--- config.mk ---
export PLATFORM = sky130hd
export DESIGN_NAME = fe_exec_buffer_flat
export DESIGN_NICKNAME = d
export VERILOG_FILES = /design/src/rtl/rv32i_types_pkg.sv /design/src/rtl/fe_exec_buffer_if.sv /design/src/rtl/fe_bundle_fifo.sv /design/src/rtl/fe_exec_buffer.sv /design/src/flat_wrapper.sv
export SDC_FILE = /design/constraint.sdc
export NUM_CORES = 1
export LEC_CHECK = 0
export CORE_MARGIN = 2
export CORE_UTILIZATION = 40
export DETAILED_ROUTE_END_ITERATION = 8
export GPL_TIMING_DRIVEN = 0
export PLACE_DENSITY = 0.69
export SYNTH_ARGS = -nofsm -noshare
export SYNTH_HDL_FRONTEND = slang
export SYNTH_SLANG_ARGS = --single-unit
export TNS_END_PERCENT = 100
--- constraint.sdc ---
create_clock -name CLK -period 16.6 [get_ports CLK]
set_input_delay 1.66 -clock CLK [delete_from_list [all_inputs] [get_ports CLK]]
set_output_delay 1.66 -clock CLK [all_outputs]
set_load 0.02 [all_outputs]
--- src/rtl/rv32i_types_pkg.sv ---
// rv32i_types_pkg: shared types for the fetch->execute path.
//   word_t      : 32-bit machine word
//   fe_bundle_t : per-instruction bundle handed from fetch to execute
//   next_pc     : resolved next PC of a control-flow instruction
package rv32i_types_pkg;

  typedef logic [31:0] word_t;

  typedef struct packed {
    word_t pc;
    word_t instr;
    word_t pc4;
    word_t prediction;
  } fe_bundle_t;

  function automatic word_t next_pc(input logic taken, input word_t target, input word_t pc4);
    return taken ? target : pc4;
  endfunction

endpackage

--- src/rtl/fe_exec_buffer_if.sv ---
// fe_exec_buffer_if: handshake/bus bundle around fe_exec_buffer.
//   fetch side   : f_valid/f_ready + f_pc, f_instr, f_pc4, f_prediction
//   execute side : e_valid/e_ready + e_pc, e_instr, e_pc4, e_prediction
//   resolution   : resolve, resolve_taken, resolve_target (sampled on dequeue)
//   control      : flush in; brj_addr, redirect, count out
// Modports: slave = the buffer, master = the fetch/execute environment.
interface fe_exec_buffer_if #(
  parameter int DEPTH = 2
);
  import rv32i_types_pkg::*;

  logic  f_valid;
  logic  f_ready;
  word_t f_pc, f_instr, f_pc4, f_prediction;
  logic  e_valid;
  logic  e_ready;
  word_t e_pc, e_instr, e_pc4, e_prediction;
  logic  resolve;
  logic  resolve_taken;
  word_t resolve_target;
  logic  flush;
  word_t brj_addr;
  logic  redirect;
  logic [$clog2(DEPTH+1)-1:0] count;

  modport slave (
    input  f_valid, f_pc, f_instr, f_pc4, f_prediction,
    input  e_ready, resolve, resolve_taken, resolve_target, flush,
    output f_ready, e_valid, e_pc, e_instr, e_pc4, e_prediction,
    output brj_addr, redirect, count
  );

  modport master (
    output f_valid, f_pc, f_instr, f_pc4, f_prediction,
    output e_ready, resolve, resolve_taken, resolve_target, flush,
    input  f_ready, e_valid, e_pc, e_instr, e_pc4, e_prediction,
    input  brj_addr, redirect, count
  );

endinterface

--- src/rtl/fe_bundle_fifo.sv ---
// fe_bundle_fifo: DEPTH-entry FIFO of fe_bundle_t (DEPTH power of two, >=2).
//   push/push_data : write at tail (ignored when full)
//   pop            : advance head (ignored when empty)
//   clear          : drop every entry, wins over push/pop
//   head           : oldest entry, reads 0 when empty
//   count/full/empty : occupancy
module fe_bundle_fifo
  import rv32i_types_pkg::*;
#(
  parameter int DEPTH = 2
) (
  input  logic       CLK,
  input  logic       nRST,
  input  logic       push,
  input  fe_bundle_t push_data,
  input  logic       pop,
  input  logic       clear,
  output fe_bundle_t head,
  output logic [$clog2(DEPTH+1)-1:0] count,
  output logic       full,
  output logic       empty
);
  localparam int PW = $clog2(DEPTH);
  localparam int CW = $clog2(DEPTH+1);

  fe_bundle_t      mem [DEPTH];
  logic [PW-1:0]   wr_ptr, rd_ptr;
  logic [CW-1:0]   count_q;
  logic            push_ok, pop_ok;

  assign full    = (count_q == CW'(DEPTH));
  assign empty   = (count_q == '0);
  assign push_ok = push && !full;
  assign pop_ok  = pop && !empty;
  assign count   = count_q;
  assign head    = empty ? '0 : mem[rd_ptr];

  // Pointers wrap naturally: DEPTH is a power of two.
  always_ff @(posedge CLK or negedge nRST) begin
    if (!nRST) begin
      wr_ptr  <= '0;
      rd_ptr  <= '0;
      count_q <= '0;
    end else if (clear) begin
      wr_ptr  <= '0;
      rd_ptr  <= '0;
      count_q <= '0;
    end else begin
      if (push_ok) wr_ptr <= wr_ptr + PW'(1);
      if (pop_ok)  rd_ptr <= rd_ptr + PW'(1);
      count_q <= count_q + CW'(push_ok) - CW'(pop_ok);
    end
  end

  // Storage needs no reset; head is masked while empty.
  always_ff @(posedge CLK) begin
    if (push_ok && !clear) mem[wr_ptr] <= push_data;
  end

endmodule

--- src/rtl/fe_exec_buffer.sv ---
// fe_exec_buffer: buffers fetch bundles for execute and checks branch
// resolution against the fetch prediction.
//   CLK, nRST : clock, async active-low reset
//   bus       : fe_exec_buffer_if.slave (fetch/execute handshakes, resolution,
//               flush, brj_addr/redirect back to fetch, occupancy)
// Optional build macro FE_EXEC_BYPASS_EN: when the FIFO is empty and no
// redirect is pending, the fetch bundle is presented to execute in the same
// cycle (zero latency); if execute takes it, it is never written.
module fe_exec_buffer
  import rv32i_types_pkg::*;
#(
  parameter int DEPTH = 2
) (
  input logic CLK,
  input logic nRST,
  fe_exec_buffer_if.slave bus
);
  fe_bundle_t f_bundle, fifo_head, e_bundle;
  logic       push, pop, clear, full, empty;
  logic       byp, e_valid, deq, mispredict;
  logic [$clog2(DEPTH+1)-1:0] fifo_count;
  word_t      actual;
  logic       redirect_q;
  word_t      brj_q;

  assign f_bundle = '{pc: bus.f_pc, instr: bus.f_instr, pc4: bus.f_pc4,
                      prediction: bus.f_prediction};

`ifdef FE_EXEC_BYPASS_EN
  assign byp = empty && !redirect_q && bus.f_valid;
`else
  assign byp = 1'b0;
`endif

  // Fetch's bundle during a redirect cycle is wrong-path, so refuse it.
  assign bus.f_ready = !full && !redirect_q;
  assign e_valid     = !empty || byp;
  assign e_bundle    = byp ? f_bundle : fifo_head;
  assign deq         = e_valid && bus.e_ready;
  assign pop         = deq && !empty;
  // A bypassed bundle consumed this cycle never lands in storage.
  assign push        = bus.f_valid && bus.f_ready && !(byp && bus.e_ready);

  assign actual     = next_pc(bus.resolve_taken, bus.resolve_target, e_bundle.pc4);
  assign mispredict = deq && bus.resolve && (actual != e_bundle.prediction);
  assign clear      = mispredict || bus.flush;

  fe_bundle_fifo #(.DEPTH(DEPTH)) u_fifo (
    .CLK       (CLK),
    .nRST      (nRST),
    .push      (push),
    .push_data (f_bundle),
    .pop       (pop),
    .clear     (clear),
    .head      (fifo_head),
    .count     (fifo_count),
    .full      (full),
    .empty     (empty)
  );

  always_ff @(posedge CLK or negedge nRST) begin
    if (!nRST) begin
      redirect_q <= 1'b0;
      brj_q      <= '0;
    end else begin
      redirect_q <= mispredict;
      if (mispredict) brj_q <= actual;
    end
  end

  assign bus.e_valid      = e_valid;
  assign bus.e_pc         = e_bundle.pc;
  assign bus.e_instr      = e_bundle.instr;
  assign bus.e_pc4        = e_bundle.pc4;
  assign bus.e_prediction = e_bundle.prediction;
  assign bus.redirect     = redirect_q;
  assign bus.brj_addr     = brj_q;
  assign bus.count        = fifo_count;

endmodule
--- src/flat_wrapper.sv ---
// flat-port wrapper written by rule: the top's interface ports become plain ports
module fe_exec_buffer_flat import rv32i_types_pkg::*;
#(
  parameter int DEPTH = 2
)
  (CLK, nRST, bus_f_valid, bus_f_pc, bus_f_instr, bus_f_pc4, bus_f_prediction, bus_e_ready, bus_resolve, bus_resolve_taken, bus_resolve_target, bus_flush, bus_f_ready, bus_e_valid, bus_e_pc, bus_e_instr, bus_e_pc4, bus_e_prediction, bus_brj_addr, bus_redirect, bus_count);
  fe_exec_buffer_if #(.DEPTH(DEPTH)) bus_i ();
  input logic CLK;
  input logic nRST;
  input wire logic [$bits(bus_i.f_valid)-1:0] bus_f_valid;
  input wire logic [$bits(bus_i.f_pc)-1:0] bus_f_pc;
  input wire logic [$bits(bus_i.f_instr)-1:0] bus_f_instr;
  input wire logic [$bits(bus_i.f_pc4)-1:0] bus_f_pc4;
  input wire logic [$bits(bus_i.f_prediction)-1:0] bus_f_prediction;
  input wire logic [$bits(bus_i.e_ready)-1:0] bus_e_ready;
  input wire logic [$bits(bus_i.resolve)-1:0] bus_resolve;
  input wire logic [$bits(bus_i.resolve_taken)-1:0] bus_resolve_taken;
  input wire logic [$bits(bus_i.resolve_target)-1:0] bus_resolve_target;
  input wire logic [$bits(bus_i.flush)-1:0] bus_flush;
  output wire logic [$bits(bus_i.f_ready)-1:0] bus_f_ready;
  output wire logic [$bits(bus_i.e_valid)-1:0] bus_e_valid;
  output wire logic [$bits(bus_i.e_pc)-1:0] bus_e_pc;
  output wire logic [$bits(bus_i.e_instr)-1:0] bus_e_instr;
  output wire logic [$bits(bus_i.e_pc4)-1:0] bus_e_pc4;
  output wire logic [$bits(bus_i.e_prediction)-1:0] bus_e_prediction;
  output wire logic [$bits(bus_i.brj_addr)-1:0] bus_brj_addr;
  output wire logic [$bits(bus_i.redirect)-1:0] bus_redirect;
  output wire logic [$bits(bus_i.count)-1:0] bus_count;
  assign bus_i.f_valid = bus_f_valid;
  assign bus_i.f_pc = bus_f_pc;
  assign bus_i.f_instr = bus_f_instr;
  assign bus_i.f_pc4 = bus_f_pc4;
  assign bus_i.f_prediction = bus_f_prediction;
  assign bus_i.e_ready = bus_e_ready;
  assign bus_i.resolve = bus_resolve;
  assign bus_i.resolve_taken = bus_resolve_taken;
  assign bus_i.resolve_target = bus_resolve_target;
  assign bus_i.flush = bus_flush;
  assign bus_f_ready = bus_i.f_ready;
  assign bus_e_valid = bus_i.e_valid;
  assign bus_e_pc = bus_i.e_pc;
  assign bus_e_instr = bus_i.e_instr;
  assign bus_e_pc4 = bus_i.e_pc4;
  assign bus_e_prediction = bus_i.e_prediction;
  assign bus_brj_addr = bus_i.brj_addr;
  assign bus_redirect = bus_i.redirect;
  assign bus_count = bus_i.count;
  fe_exec_buffer #(.DEPTH(DEPTH)) u_core (.CLK(CLK), .nRST(nRST), .bus(bus_i));
endmodule
; ---- Yosys cells after proc, flatten, opt, wreduce, memory -nomap -nowiden
; Memory sizes are Yosys's and may differ from the RTL's.
; Index checks and enable logic that the tools add are counted.
[word_totals]
out_inout_bits = 165
inputBits = 167
word_cells = 38
mem_count = 1
ramBits = 256
register_bits = 37
[memory_table]
columns = memory, depth, width, rd, rd_clocked_by_memory_dff, write_ports, line_no
row1 = u_core.u_fifo.mem, 2, 128, 1, 0, 1, fe_bundle_fifo.sv:26  ; fe_bundle_t mem [DEPTH];
[classes]
muxes = 9
reduce_logical = 17
eq_ne = 2
n_addsub = 4
[op_table]
columns = op, count
row1 = two-way mux 128 bit, 1
row2 = two-way mux 32 bit, 1
row3 = inequality test 32 bit, 1
row4 = logical AND 1 bit, 9
row5 = two-way mux 1 bit, 6
row6 = zero test 1 bit, 4
row7 = nonzero test 2 bit, 2
row8 = "adder 1 bit, second input constant", 2
row9 = adder 2 x 1 -> 2 bit, 1
row10 = "== test 2 bit, second input constant", 1
row11 = zero test 2 bit, 1
row12 = two-way mux 2 bit, 1
row13 = subtractor 2 x 1 -> 2 bit, 1
row14 = logical OR 1 bit, 1

; ---- Logic depth before layout (Yosys ltp)
[depth]
ltp_word = 10
ltp_mapped = 12
ltp_nobuf = 9

; ---- By module
; A second synthesis with hierarchy kept.
[unflattened]
cells_unflattened = 750
area_unflattened_um2 = 12110.4
[by_module_without_submodules]
columns = module, seq_area_each_um2, area_per_inst_um2, cells_each, instances
row1 = fe_bundle_fifo, 7787.5, 10028.4, 565, 1
row2 = fe_exec_buffer, 825.8, 2082.0, 185, 1

; ---- Worst setup path before layout
; Ideal clock, no wire load.
[synth_path]
path_type = input to register
start = in bus_resolve_taken
end = mem u_core.u_fifo.mem[0][0] (netlist bit), enable pin
setup_time_ns = 0.930
required_time_ns = 15.670
path_slack_ns = 0.330
n_path_buf = 4
arrival_ns = 15.340
stages = 11
path_cell_list = buf_2 -> o21bai_1 -> buf_2 -> o21ai_0 -> xnor2_1 -> nand4_1 -> nor4_2 -> a21oi_2 -> buf_6 -> buf_6 -> nor4_1
[synth_between]
elab_chain_len = 8
[synth_lines]
columns = item, line_no
row1 = start: declaration, flat_wrapper.sv:17  ; input wire logic [$bits(bus_i.resolve_taken)-1:0] bus_resolve_taken;
row2 = two-way mux 32 bit, rv32i_types_pkg.sv:17  ; return taken ? target : pc4;
row3 = inequality test 32 bit, fe_exec_buffer.sv:45  ; assign mispredict = deq && bus.resolve && (actual != e_bundle.prediction);
row4 = logical AND 1 bit, fe_exec_buffer.sv:45
row5 = named net u_core.mispredict, fe_exec_buffer.sv:20  ; logic byp, e_valid, deq, mispredict;
row6 = logical OR 1 bit, fe_exec_buffer.sv:46  ; assign clear = mispredict || bus.flush;
row7 = zero test 1 bit, fe_bundle_fifo.sv:57  ; if (push_ok && !clear) mem[wr_ptr] <= push_data;
row8 = logical AND 1 bit, fe_bundle_fifo.sv:57
row9 = two-way mux 1 bit, fe_bundle_fifo.sv:57
row10 = two-way mux 1 bit (not written as such), fe_bundle_fifo.sv:57
row11 = end: declaration, fe_bundle_fifo.sv:26
; The timed path passes the listed nets, and every way through them passes these cells.

; ---- Final worst setup path
[layout_path]
start = in bus_resolve_taken
end = mem u_core.u_fifo.mem[0][106] (netlist bit), enable pin
; Same word-level chain as after synthesis.

==> run summary <==
Outcome - finished, final reports clean
Post-place instance area - 15,890 µm²
Die ar. - 30,780 µm²
Routed Antenna Nets - 0
Post-CTS setup buffer count - 0
Synth Warn # - 0
Synth Area in Adders - 0.2128%
Slew Limit Fails - 0
Mux cell area share after synthesis - 14.06%
Fin crit share - 33.98%
Core area - 28,860 µm²
Initial drt markers - 440
Root Driver - clkbuf_16
Xor and xnor area share after synthesis - 2.682%
# fillers - 2,291
Total Wirelength - 32.96 mm
DR WL/cell - 21.19 µm
Setup ws final - 10,960 ps
Global route overflow - 0
Crit path max fanout - 10
Yosys cell types - 28
Mapped Area - 11,760 µm²
GRT Util Overall - 21.16%
DRT Pass-1 Iters - 4
Fmax - 0.1773 GHz
TritonCTS Buffers - 31
Crit end category - flip-flop
WL met2 - 15.89 mm
I/O Buffers - 330
Routability congestion estimate from global placement - 0.8882
Simple-gate share of the synthesized area - 6.268%
Place WS - 10,290 ps
Post-DP HPWL - 24.80 mm
Routed wl met3 - 3.351 mm
Ratio of cells with drive above 1 in the final layout - 11.80%
Relative slew slack - 30.37%
Highest routed layer - met5
Syn nets - 918
Min Clock Period, post-route - 5641 ps
Synthesis-stage register bit count - 293
CTS H-tree lvls - 1
Ys flop type - edfxtp_1
Final Hold Viols - 0
Worst skew pair latency - 560 ps
Measured slew at the worst slew-check pin - 1036 ps
Hold_buf cts - 0
Syn_area_per_cell - 15.70 µm²
Commonest non-fill, non-tap cell in the layout - clkdlybuf4s50_1
RSZ-0062 raised after global routing - false
Synth Area in Compound Gates - 1.543%
DRC - 0
I/O Pins - 332
P_leak - 0.005787 µW
Die Wd - 175.4 µm
Std cell rows - 62
Via Count - 7,699
Vias in the first global route - 8,224
Initial Utilization - 40.74%
First-pass GRT wire length - 48.72 mm
Sequential share of the synthesized area - 73.26%
VDD IR max - 0.00009913 V
Clock Skews - 19.03 ps
MaxCap Viol Count - 0
Pwr per Cell Area - 160.3 nW/µm²
Design area - 16,860 µm²
CTS clock-pin slew for the worst setup and hold paths - 60 ps
Ys async rst share - 12.63%
Nets - 1,313
Min Hold Slack - 506.2 ps
Largest net degree at the start of global routing - 27
Hold depth - 1
# resized after CTS - 0
Crit Path Class - in2reg
Clock tree sinks - 293
Clock buffer depth - 3
TritonCTS clock tree - yes
Final setup violation count - 0
Hold Crit Class - reg2reg
Reg2Reg Depth - 15
Met1 Wirelength - 12.68 mm
WP data required - 16,860 ps
Critical path launch point type - input pin
Crit path DAT - 5900 ps
Die height - 175.4 µm
Post-synth EDFFs - 256
Largest family of logic cells by synthesized area - multiplexers
Layout area overhead - 43.44%
Most frequent cells in the layout - clkdlybuf4s50_1 (329), edfxtp_1 (256), nor2_1 (129)
Vias per inst - 4.951
Post-synthesis cell count - 749
Initial antenna violation count - 5
[layer usage]
metal	vias up	global-route usage [%]
met5	-	0
met4	4	7.025
met3	63	6.797
met2	363	36.65
met1	3733	24.95
li1	3536	-
[critical path, cell delays in order]
cell and delay [ps]:
buf_2 190, o21bai_1 300, buf_2 350, o21ai_0 210, xnor2_1 360, nand4_1 240
nor4_2 320, a21oi_2 120, buf_6 190, buf_6 160, nor4_2 780, buf_4 330
buf_4 210, buf_6 160, buf_6 150, buf_6 150
[power by group]
| group | total [µW] | leakage [µW] | internal, µW | switching (µW) |
|---|---|---|---|---|
| Clock | 654 | 0.000469 | 372 | 282 |
| Combinational | 1080 | 0.00251 | 479 | 605 |
| Sequential | 965 | 0.00281 | 924 | 40.7 |
[through the flow]
step           utilization [%]  total power [µW]   TNS, ps  instances
2_1_floorplan                -              1564         0        749
3_3_place_gp             53.85              2076  -1044120       1463
3_5_place_dp             55.08              2071         0       1495
4_1_cts                  58.42              2730         0       1553
5_1_grt                  58.42              2824         0       1553
6_report                 58.44              2703         0       1555
[cells in the mapped netlist (4+ instances only)]
cell / n / area (µm²)
buf_6: 6 / 67.56
buf_1: 5 / 18.77
buf_2: 15 / 75.07
nand2_1: 34 / 127.6
xnor2_1: 34 / 297.8
mux2i_1: 128 / 1281
o21ai_0: 28 / 140.1
nor2_1: 129 / 484.2
mux2_2: 29 / 326.6
o21ai_1: 4 / 20.02
dfrtp_1: 37 / 925.9
nand4_1: 8 / 50.05
edfxtp_1: 256 / 7687
clkbuf_1: 12 / 45.04
[flip-flops by register name (all words and copies together) (netlist names)]
name and cells:
u_core.u_fifo.wr_ptr 1, u_core.bus.brj_addr 32, u_core.u_fifo.rd_ptr 1, u_core.bus.redirect 1, u_core.u_fifo.mem 256, u_core.u_fifo.count 2
[final timing paths]
| kind | slack, ps | end | startpoint |
|---|---|---|---|
| worst max-delay path | 10960 | u_core.u_fifo.mem[0][106]$_DFFE_PP_ | bus_resolve_taken |
| worst min-delay path | 510 | u_core.bus.brj_addr[1]$_DFFE_PN0P_ | u_core.bus.brj_addr[1]$_DFFE_PN0P_ |
| worst max register to register | 11620 | u_core.u_fifo.mem[0][106]$_DFFE_PP_ | u_core.u_fifo.count[0]$_DFF_PN0_ |
| worst min register to register | 510 | u_core.bus.brj_addr[1]$_DFFE_PN0P_ | u_core.bus.brj_addr[1]$_DFFE_PN0P_ |
| max in group asynchronous | 15120 | u_core.bus.brj_addr[20]$_DFFE_PN0P_ | nRST |
| min in group asynchronous | 1020 | u_core.bus.brj_addr[12]$_DFFE_PN0P_ | nRST |
[final cells by class]
cell class | count | area, µm² | area share, %
multi-input cells | 413 | 2927 | 17.35
clock inverters | 18 | 126.4 | 0.7493
flip-flops and latches | 293 | 8613 | 51.07
plain buffers | 40 | 221.5 | 1.313
well taps | 384 | 480.5 | 2.849
repair buffers | 362 | 3641 | 21.59
diodes | 2 | 5.005 | 0.02968
clock buffers | 40 | 839.6 | 4.978
inverters | 3 | 11.26 | 0.06677
[cell families after synthesis]
family,after synthesis
AOI/OAI and AO/OA,35
muxes,160
xor gates and xnor gates,36
adders and majority gates,2
buffers and inverters,43
and+or+nand+nor,180
DFF,293
No activity file was read; power rests on OpenSTA's default activity.
